## config.mk

```make
export PLATFORM = sky130hd
export DESIGN_NAME = uart_fifo_ctrl
export DESIGN_NICKNAME = d
export VERILOG_FILES = /design/src/rtl/uart_fifo_ctrl.sv
export SDC_FILE = /design/constraint.sdc
export NUM_CORES = 1
export LEC_CHECK = 0
export BUFFER_PORTS_ARGS = -buffer_cell sky130_fd_sc_hd__buf_2
export CAP_MARGIN = 20
export CORE_MARGIN = 2
export CORE_UTILIZATION = 55
export DETAILED_ROUTE_END_ITERATION = 8
export PLACE_DENSITY = 0.79
export SLEW_MARGIN = 40
export SYNTH_ARGS = -nofsm -noshare
export SYNTH_HDL_FRONTEND = slang
export SYNTH_SLANG_ARGS = --single-unit
```

## constraint.sdc

```tcl
create_clock -name clk -period 3.32 [get_ports clk]
set_input_delay 0.166 -clock clk [delete_from_list [all_inputs] [get_ports clk]]
set_output_delay 0.166 -clock clk [all_outputs]
set_load 0.02 [all_outputs]
```

## src/rtl/uart_fifo_ctrl.sv

```systemverilog
// uart_fifo_ctrl: buffered sequencer between the J1a I/O bus and the buart core.
// It holds a 2^DEPTH_LOG2-entry TX FIFO and RX FIFO and drives the one-cycle
// wr/rd strobes of buart through its busy/valid handshake.
// Optional feature: define UART_RTS_EN to add the registered active-low rts_n
// output, which deasserts (goes high) once the RX level reaches RTS_THRESH.

// Circular byte FIFO with a registered show-ahead head and a separate level counter.
module uart_fifo_ctrl_fifo #(
  parameter int DEPTH_LOG2 = 4
) (
  input  logic                  clk,
  input  logic                  resetq,
  input  logic                  push,
  input  logic [7:0]            push_data,
  input  logic                  pop,
  output logic [7:0]            head,
  output logic [DEPTH_LOG2:0]   level,
  output logic                  full,
  output logic                  empty
);

  localparam int DEPTH = 1 << DEPTH_LOG2;
  localparam logic [DEPTH_LOG2:0] FULL_LEVEL = {1'b1, {DEPTH_LOG2{1'b0}}};
  localparam logic [DEPTH_LOG2:0] ONE_LEVEL  = {{DEPTH_LOG2{1'b0}}, 1'b1};

  logic [7:0]            mem [DEPTH];
  logic [DEPTH_LOG2-1:0] wr_ptr;
  logic [DEPTH_LOG2-1:0] rd_ptr;
  logic [DEPTH_LOG2-1:0] rd_ptr_after;
  logic                  push_ok;
  logic                  pop_ok;

  // Full/empty come from the level at the start of the cycle, so a push
  // while full is dropped even if a pop frees a slot in the same cycle.
  assign full         = (level == FULL_LEVEL);
  assign empty        = (level == '0);
  assign push_ok      = push && !full;
  assign pop_ok       = pop && !empty;
  assign rd_ptr_after = rd_ptr + 1'b1;

  // Storage array; contents are only meaningful below the level, so no reset.
  always_ff @(posedge clk) begin
    if (push_ok) begin
      mem[wr_ptr] <= push_data;
    end
  end

  // Pointers wrap modulo depth; the level moves only when exactly one side acts.
  always_ff @(posedge clk or negedge resetq) begin
    if (!resetq) begin
      wr_ptr <= '0;
      rd_ptr <= '0;
      level  <= '0;
    end else begin
      if (push_ok) begin
        wr_ptr <= wr_ptr + 1'b1;
      end
      if (pop_ok) begin
        rd_ptr <= rd_ptr_after;
      end
      if (push_ok && !pop_ok) begin
        level <= level + 1'b1;
      end else if (!push_ok && pop_ok) begin
        level <= level - 1'b1;
      end
    end
  end

  // Head register tracks the next oldest entry and holds when the FIFO drains.
  always_ff @(posedge clk or negedge resetq) begin
    if (!resetq) begin
      head <= 8'h00;
    end else if (push_ok && (empty || (pop_ok && level == ONE_LEVEL))) begin
      head <= push_data;
    end else if (pop_ok && level > ONE_LEVEL) begin
      head <= mem[rd_ptr_after];
    end
  end

endmodule

// Top level: TX FIFO + TX sequencer, RX FIFO + RX sequencer, optional RTS.
module uart_fifo_ctrl #(
  parameter int DEPTH_LOG2 = 4,
  parameter int RTS_THRESH = 12
) (
  input  logic                  clk,
  input  logic                  resetq,
  input  logic                  tx_push,
  input  logic [7:0]            tx_byte,
  output logic                  tx_full,
  output logic [DEPTH_LOG2:0]   tx_level,
  input  logic                  rx_pop,
  output logic [7:0]            rx_byte,
  output logic                  rx_empty,
  output logic [DEPTH_LOG2:0]   rx_level,
  output logic                  uart_wr,
  output logic [7:0]            uart_tx_data,
  input  logic                  uart_busy,
  output logic                  uart_rd,
  input  logic                  uart_valid,
  input  logic [7:0]            uart_rx_data
`ifdef UART_RTS_EN
  ,
  output logic                  rts_n
`endif
);

  typedef enum logic [1:0] {
    T_IDLE,
    T_ISSUE,
    T_DRAIN
  } tx_state_t;

  typedef enum logic {
    R_IDLE,
    R_ACK
  } rx_state_t;

  tx_state_t  tx_state;
  tx_state_t  tx_state_next;
  logic       drain_seen_busy;
  logic       drain_seen_busy_next;
  logic       uart_wr_next;
  logic [7:0] uart_tx_data_next;
  logic       tx_pop;
  logic [7:0] tx_head;
  logic       tx_empty;

  rx_state_t  rx_state;
  rx_state_t  rx_state_next;
  logic       rx_push;
  logic       uart_rd_next;
  logic       rx_full;

  uart_fifo_ctrl_fifo #(
    .DEPTH_LOG2 (DEPTH_LOG2)
  ) u_tx_fifo (
    .clk       (clk),
    .resetq    (resetq),
    .push      (tx_push),
    .push_data (tx_byte),
    .pop       (tx_pop),
    .head      (tx_head),
    .level     (tx_level),
    .full      (tx_full),
    .empty     (tx_empty)
  );

  uart_fifo_ctrl_fifo #(
    .DEPTH_LOG2 (DEPTH_LOG2)
  ) u_rx_fifo (
    .clk       (clk),
    .resetq    (resetq),
    .push      (rx_push),
    .push_data (uart_rx_data),
    .pop       (rx_pop),
    .head      (rx_byte),
    .level     (rx_level),
    .full      (rx_full),
    .empty     (rx_empty)
  );

  // TX sequencer state and its registered buart-facing outputs.
  always_ff @(posedge clk or negedge resetq) begin
    if (!resetq) begin
      tx_state        <= T_IDLE;
      drain_seen_busy <= 1'b0;
      uart_wr         <= 1'b0;
      uart_tx_data    <= 8'h00;
    end else begin
      tx_state        <= tx_state_next;
      drain_seen_busy <= drain_seen_busy_next;
      uart_wr         <= uart_wr_next;
      uart_tx_data    <= uart_tx_data_next;
    end
  end

  // TX next state: launch one byte, then wait for a full busy high/low cycle
  // so the busy-still-low first drain cycle is never mistaken for completion.
  always_comb begin
    tx_state_next        = tx_state;
    drain_seen_busy_next = drain_seen_busy;
    uart_wr_next         = 1'b0;
    uart_tx_data_next    = uart_tx_data;
    tx_pop               = 1'b0;
    case (tx_state)
      T_IDLE: begin
        if (!tx_empty && !uart_busy) begin
          tx_state_next     = T_ISSUE;
          uart_wr_next      = 1'b1;
          uart_tx_data_next = tx_head;
          tx_pop            = 1'b1;
        end
      end
      T_ISSUE: begin
        tx_state_next        = T_DRAIN;
        drain_seen_busy_next = 1'b0;
      end
      T_DRAIN: begin
        if (!drain_seen_busy) begin
          if (uart_busy) begin
            drain_seen_busy_next = 1'b1;
          end
        end else if (!uart_busy) begin
          tx_state_next = T_IDLE;
        end
      end
      default: begin
        tx_state_next = T_IDLE;
      end
    endcase
  end

  // RX sequencer state and its registered rd strobe.
  always_ff @(posedge clk or negedge resetq) begin
    if (!resetq) begin
      rx_state <= R_IDLE;
      uart_rd  <= 1'b0;
    end else begin
      rx_state <= rx_state_next;
      uart_rd  <= uart_rd_next;
    end
  end

  // RX next state: capture once per valid pulse; a full FIFO leaves the byte
  // waiting in buart until a slot frees.
  always_comb begin
    rx_state_next = rx_state;
    rx_push       = 1'b0;
    uart_rd_next  = 1'b0;
    case (rx_state)
      R_IDLE: begin
        if (uart_valid && !rx_full) begin
          rx_push       = 1'b1;
          uart_rd_next  = 1'b1;
          rx_state_next = R_ACK;
        end
      end
      R_ACK: begin
        if (!uart_valid) begin
          rx_state_next = R_IDLE;
        end
      end
      default: begin
        rx_state_next = R_IDLE;
      end
    endcase
  end

`ifdef UART_RTS_EN
  localparam logic [DEPTH_LOG2:0] RTS_LEVEL = RTS_THRESH[DEPTH_LOG2:0];

  // RTS follows the registered RX level one cycle later.
  always_ff @(posedge clk or negedge resetq) begin
    if (!resetq) begin
      rts_n <= 1'b0;
    end else begin
      rts_n <= (rx_level >= RTS_LEVEL);
    end
  end
`endif

endmodule
```

==> results.sh <==
export IMPL_synthTopCellsByCount="256 x sky130_fd_sc_hd__edfxtp_1, 56 x sky130_fd_sc_hd__dfrtp_1, 54 x sky130_fd_sc_hd__mux4_2"
export IMPL_number_of_different_library_cells_in_the_post_synthesis_netlist=59
export IMPL_power_share_sequential=0.392
export IMPL_rrSetupSlack_ns=0.66
export IMPL_antenna_found_initial=0
export IMPL_drt_total_wl_um=25000
export IMPL_capturing_element_type_of_the_critical_path="flop"
export IMPL_initial_core_util=0.5571
export IMPL_timing_critical_path_arrival_ns=2.84
export IMPL_die_width_um=157.7
export IMPL_grt_pass1_wl_um=39030
export IMPL_worst_endpoint_required_ns=3.50
export IMPL_finalPower_uw=13530
export IMPL_post_synth_top_count_cell="sky130_fd_sc_hd__edfxtp_1"
export IMPL_regToRegEndpoint="u_rx_fifo.mem[11][3]"
export IMPL_synth_warn=0
export IMPL_die_area_um2=24880
export IMPL_nNetsFinal=872
export IMPL_period_needed_ns=2.662
export IMPL_detailedRoute_firstIterationViolations=670
export IMPL_min_path_cells=4
export IMPL_synth_cell_area_um2=13000
export IMPL_rsz0062_at_grt="no"
export IMPL_synth_avg_cell_area_um2=17.57
export IMPL_first_global_vias=6795
export IMPL_ant_nets=0
export IMPL_synthesis_instances=740
export IMPL_yosys_area_top_type="sky130_fd_sc_hd__edfxtp_1"
export IMPL_r2r_worst_path_cells=6
export IMPL_max_cap_violations=0
export IMPL_cts_reportedPaths_clkPinSlew_ns=0.06
export IMPL_comb_power_share=0.354
export IMPL_tritoncts_buffers=31
export IMPL_critPathLaunch="u_rx_fifo.level[0]"
export IMPL_average_vias_per_placed_instance=5.811
export IMPL_synth_edf_count=256
export IMPL_switchingPower_uw=4583
export IMPL_share_of_the_cycle_needed_by_the_critical_path_after_routing=0.8019
export IMPL_layout_cells_sized_above_1=0.2518
export IMPL_coreArea_um2=23330
export IMPL_sw_frac_of_total=0.3388
export IMPL_drc=0
export IMPL_layout_filler_cells=1555
export IMPL_worstSkewPairLatency_ns=0.57
export IMPL_finalSetupViolCount=0
export IMPL_grt_usage=0.2072
export IMPL_count_of_h_tree_levels_built_during_cts=1
export IMPL_maximum_number_of_pins_on_one_net_before_global_route_repair=34
export IMPL_num_rows=56
export IMPL_synth_async_sr_flop_share=0.1795
export IMPL_dp_hpwl_um=15960
export IMPL_postCtsResizedCells=0
export IMPL_vdd_ir_drop_max_mv=0.5947
export IMPL_min_delay_start="rx_pop"
export IMPL_drt_first_pass_iters=5
export IMPL_synthFlopType="sky130_fd_sc_hd__edfxtp_1"
export IMPL_worstMarginPinSlew_ns=0.7722
export IMPL_ys_seq_elements=312
export IMPL_clock_path_buffers=3
export IMPL_slew_headroom=0.4833
export IMPL_routabilityCongestion=0.8217
export IMPL_power_static_leakage_uw=0.005233
export IMPL_hold_end="u_rx_fifo.rd_ptr[1]"
export IMPL_worst_setup_skew_after_layout_ns=0.02679
export IMPL_cts_root_buffer_cell="sky130_fd_sc_hd__clkbuf_16"
export IMPL_via_count=6793
export IMPL_powerDensity_nw_per_um2=921.2
export IMPL_antenna_fix_cells=0
export IMPL_min_path_type="in -> reg"
export IMPL_ys_seq_area_frac=0.6992
export IMPL_synth_top_area_share=0.5914
export IMPL_final_setup_tns_ns=0
export IMPL_ranking_of_synthesized_cells_by_area="sky130_fd_sc_hd__edfxtp_1 59%, sky130_fd_sc_hd__dfrtp_1 11%, sky130_fd_sc_hd__mux4_2 9.4%, sky130_fd_sc_hd__ha_1 2.3%, sky130_fd_sc_hd__mux4_1 2.0%"
export IMPL_critPathKind="reg -> reg"
export IMPL_avgRoutedWirePerCell_um=21.38
export IMPL_syn_nets=786
export IMPL_run_status="finished, final reports clean"
export IMPL_clock_sink_count=312
export IMPL_gr_total_overflow=0
export IMPL_placement_io_buffers=51
export IMPL_clock_power_share=0.254
export IMPL_final_max_slew_viol_count=0
export IMPL_r2r_start="u_rx_fifo.level[0]"
export IMPL_intPower_uw=8943
export IMPL_tritoncts_clock_tree="built"
export IMPL_max_freq_mhz=375.6
export IMPL_final_hold_violation_count=0
export IMPL_worst_setup_path_start_kind="flop"
export IMPL_dieHeight_um=157.7
export IMPL_design_portCount=52
export IMPL_critPathMaxFanout=9
export IMPL_synthToLayoutAreaGrowth_pct=12.97
-- state kept, by name (all words and copies together), names as in the netlist --
name / cells
u_tx_fifo.head: 8
u_rx_fifo.head: 8
u_tx_fifo.level: 5
drain_seen_busy: 1
u_tx_fifo.rd_ptr: 4
u_rx_fifo.rd_ptr: 4
u_rx_fifo.wr_ptr: 4
uart_wr: 1
rx_state: 1
u_rx_fifo.mem: 128
uart_rd: 1
u_tx_fifo.wr_ptr: 4
u_rx_fifo.level: 5
u_tx_fifo.mem: 128
tx_state: 2
uart_tx_data: 8
-- critical path, stage by stage (launching register included) --
cell and delay, ns:
sky130_fd_sc_hd__dfrtp_1 0.48, sky130_fd_sc_hd__inv_1 0.11, sky130_fd_sc_hd__ha_1 0.25, sky130_fd_sc_hd__nand3_1 0.12, sky130_fd_sc_hd__and3b_1 0.42, sky130_fd_sc_hd__nand2_1 0.26, sky130_fd_sc_hd__nor2_1 0.63
-- final cells by class --
cell class / instances / area (um^2) / share of cell area
tap: 319 / 399.1 / 0.02718
clock buffer: 39 / 835.8 / 0.05692
multi-input combinational: 348 / 3481 / 0.2370
clock inverter: 18 / 183.9 / 0.01253
timing repair buffer: 81 / 495.5 / 0.03374
inverter: 52 / 197.7 / 0.01346
sequential: 312 / 9091 / 0.6191
-- power by group through the flow --
stage / Sequential [uW] / Clock, uW / Combinational [uW]
finish: 5300 / 3440 / 4790
global route: 5380 / 3660 / 5210
CTS: 5300 / 3500 / 4820
global placement: 5340 / 0 / 4680
detailed placement: 5370 / 0 / 4770
floorplan: 5370 / 0 / 3620
-- cells by family after synthesis --
group | count (synthesis) | synth area share
flops | 312 | 0.6992
simple gates | 140 | 0.05554
compound gates | 89 | 0.05246
buf+inv | 80 | 0.03321
xor+xnor | 23 | 0.01608
fa+ha+maj | 24 | 0.02310
mux | 72 | 0.1204
-- stage by stage --
step                      utilization  hold slack (ns)  setup WS [ns]  instance area (um^2)  cells
after global routing           0.6293          0.01451         0.4122                 14680   1169
after global placement         0.5830           0.2143         0.8072                 13600   1106
after CTS                      0.6292        0.0008038         0.6201                 14680   1169
final                          0.6293          0.01491         0.6578                 14680   1169
after detailed placement       0.5830           0.2204         0.7052                 13600   1106
after floorplan                     -          -0.1296         0.7520                 13000    740
-- routing by layer --
| layer | vias to the layer above | track usage | wire length [um] |
|---|---|---|---|
| met2 | 266 | 0.3306 | 12170 |
| met4 | 0 | 0.06061 | 526 |
| met3 | 43 | 0.03121 | 1668 |
| met1 | 3451 | 0.3006 | 10630 |
| met5 | - | 0 | 0 |
| li1 | 3033 | - | - |
-- how the worst max path moves through the flow --
| stage | end | cells past startpoint |
|---|---|---|
| after floorplan | u_rx_fifo.mem[0][0] | 8 |
| after global placement | u_tx_fifo.mem[8][4] | 6 |
| after detailed placement | u_rx_fifo.mem[15][3] | 6 |
| after CTS | u_rx_fifo.mem[15][3] | 6 |
| after global routing | u_rx_fifo.mem[11][4] | 6 |
| final | u_rx_fifo.mem[11][3] | 6 |
-- placed cells by master, fill, tap and decap left out, drive strengths merged, types with 2 or more instances in the layout --
cell type,instances
a21oi,19
a221oi,22
a31oi,2
and2,2
and3b,2
buf,75
bufinv,3
clkbuf,39
clkinv,24
dfrtp,56
dlygate4sd3,6
edfxtp,256
ha,24
inv,42
mux2,5
mux2i,3
mux4,64
nand2,38
nand2b,11
nand3,3
nand3b,10
nand4,7
nor2,43
nor2b,5
nor3,14
o21a,3
o21ai,22
o22ai,15
xnor2,14
xor2,9
-- what timing repair did --
action,4_1_cts,5_1_grt
hold buffers,6,0
buffers inserted,0,0
hold endpoints to repair,66,0
(Power assumes the default switching activity.)
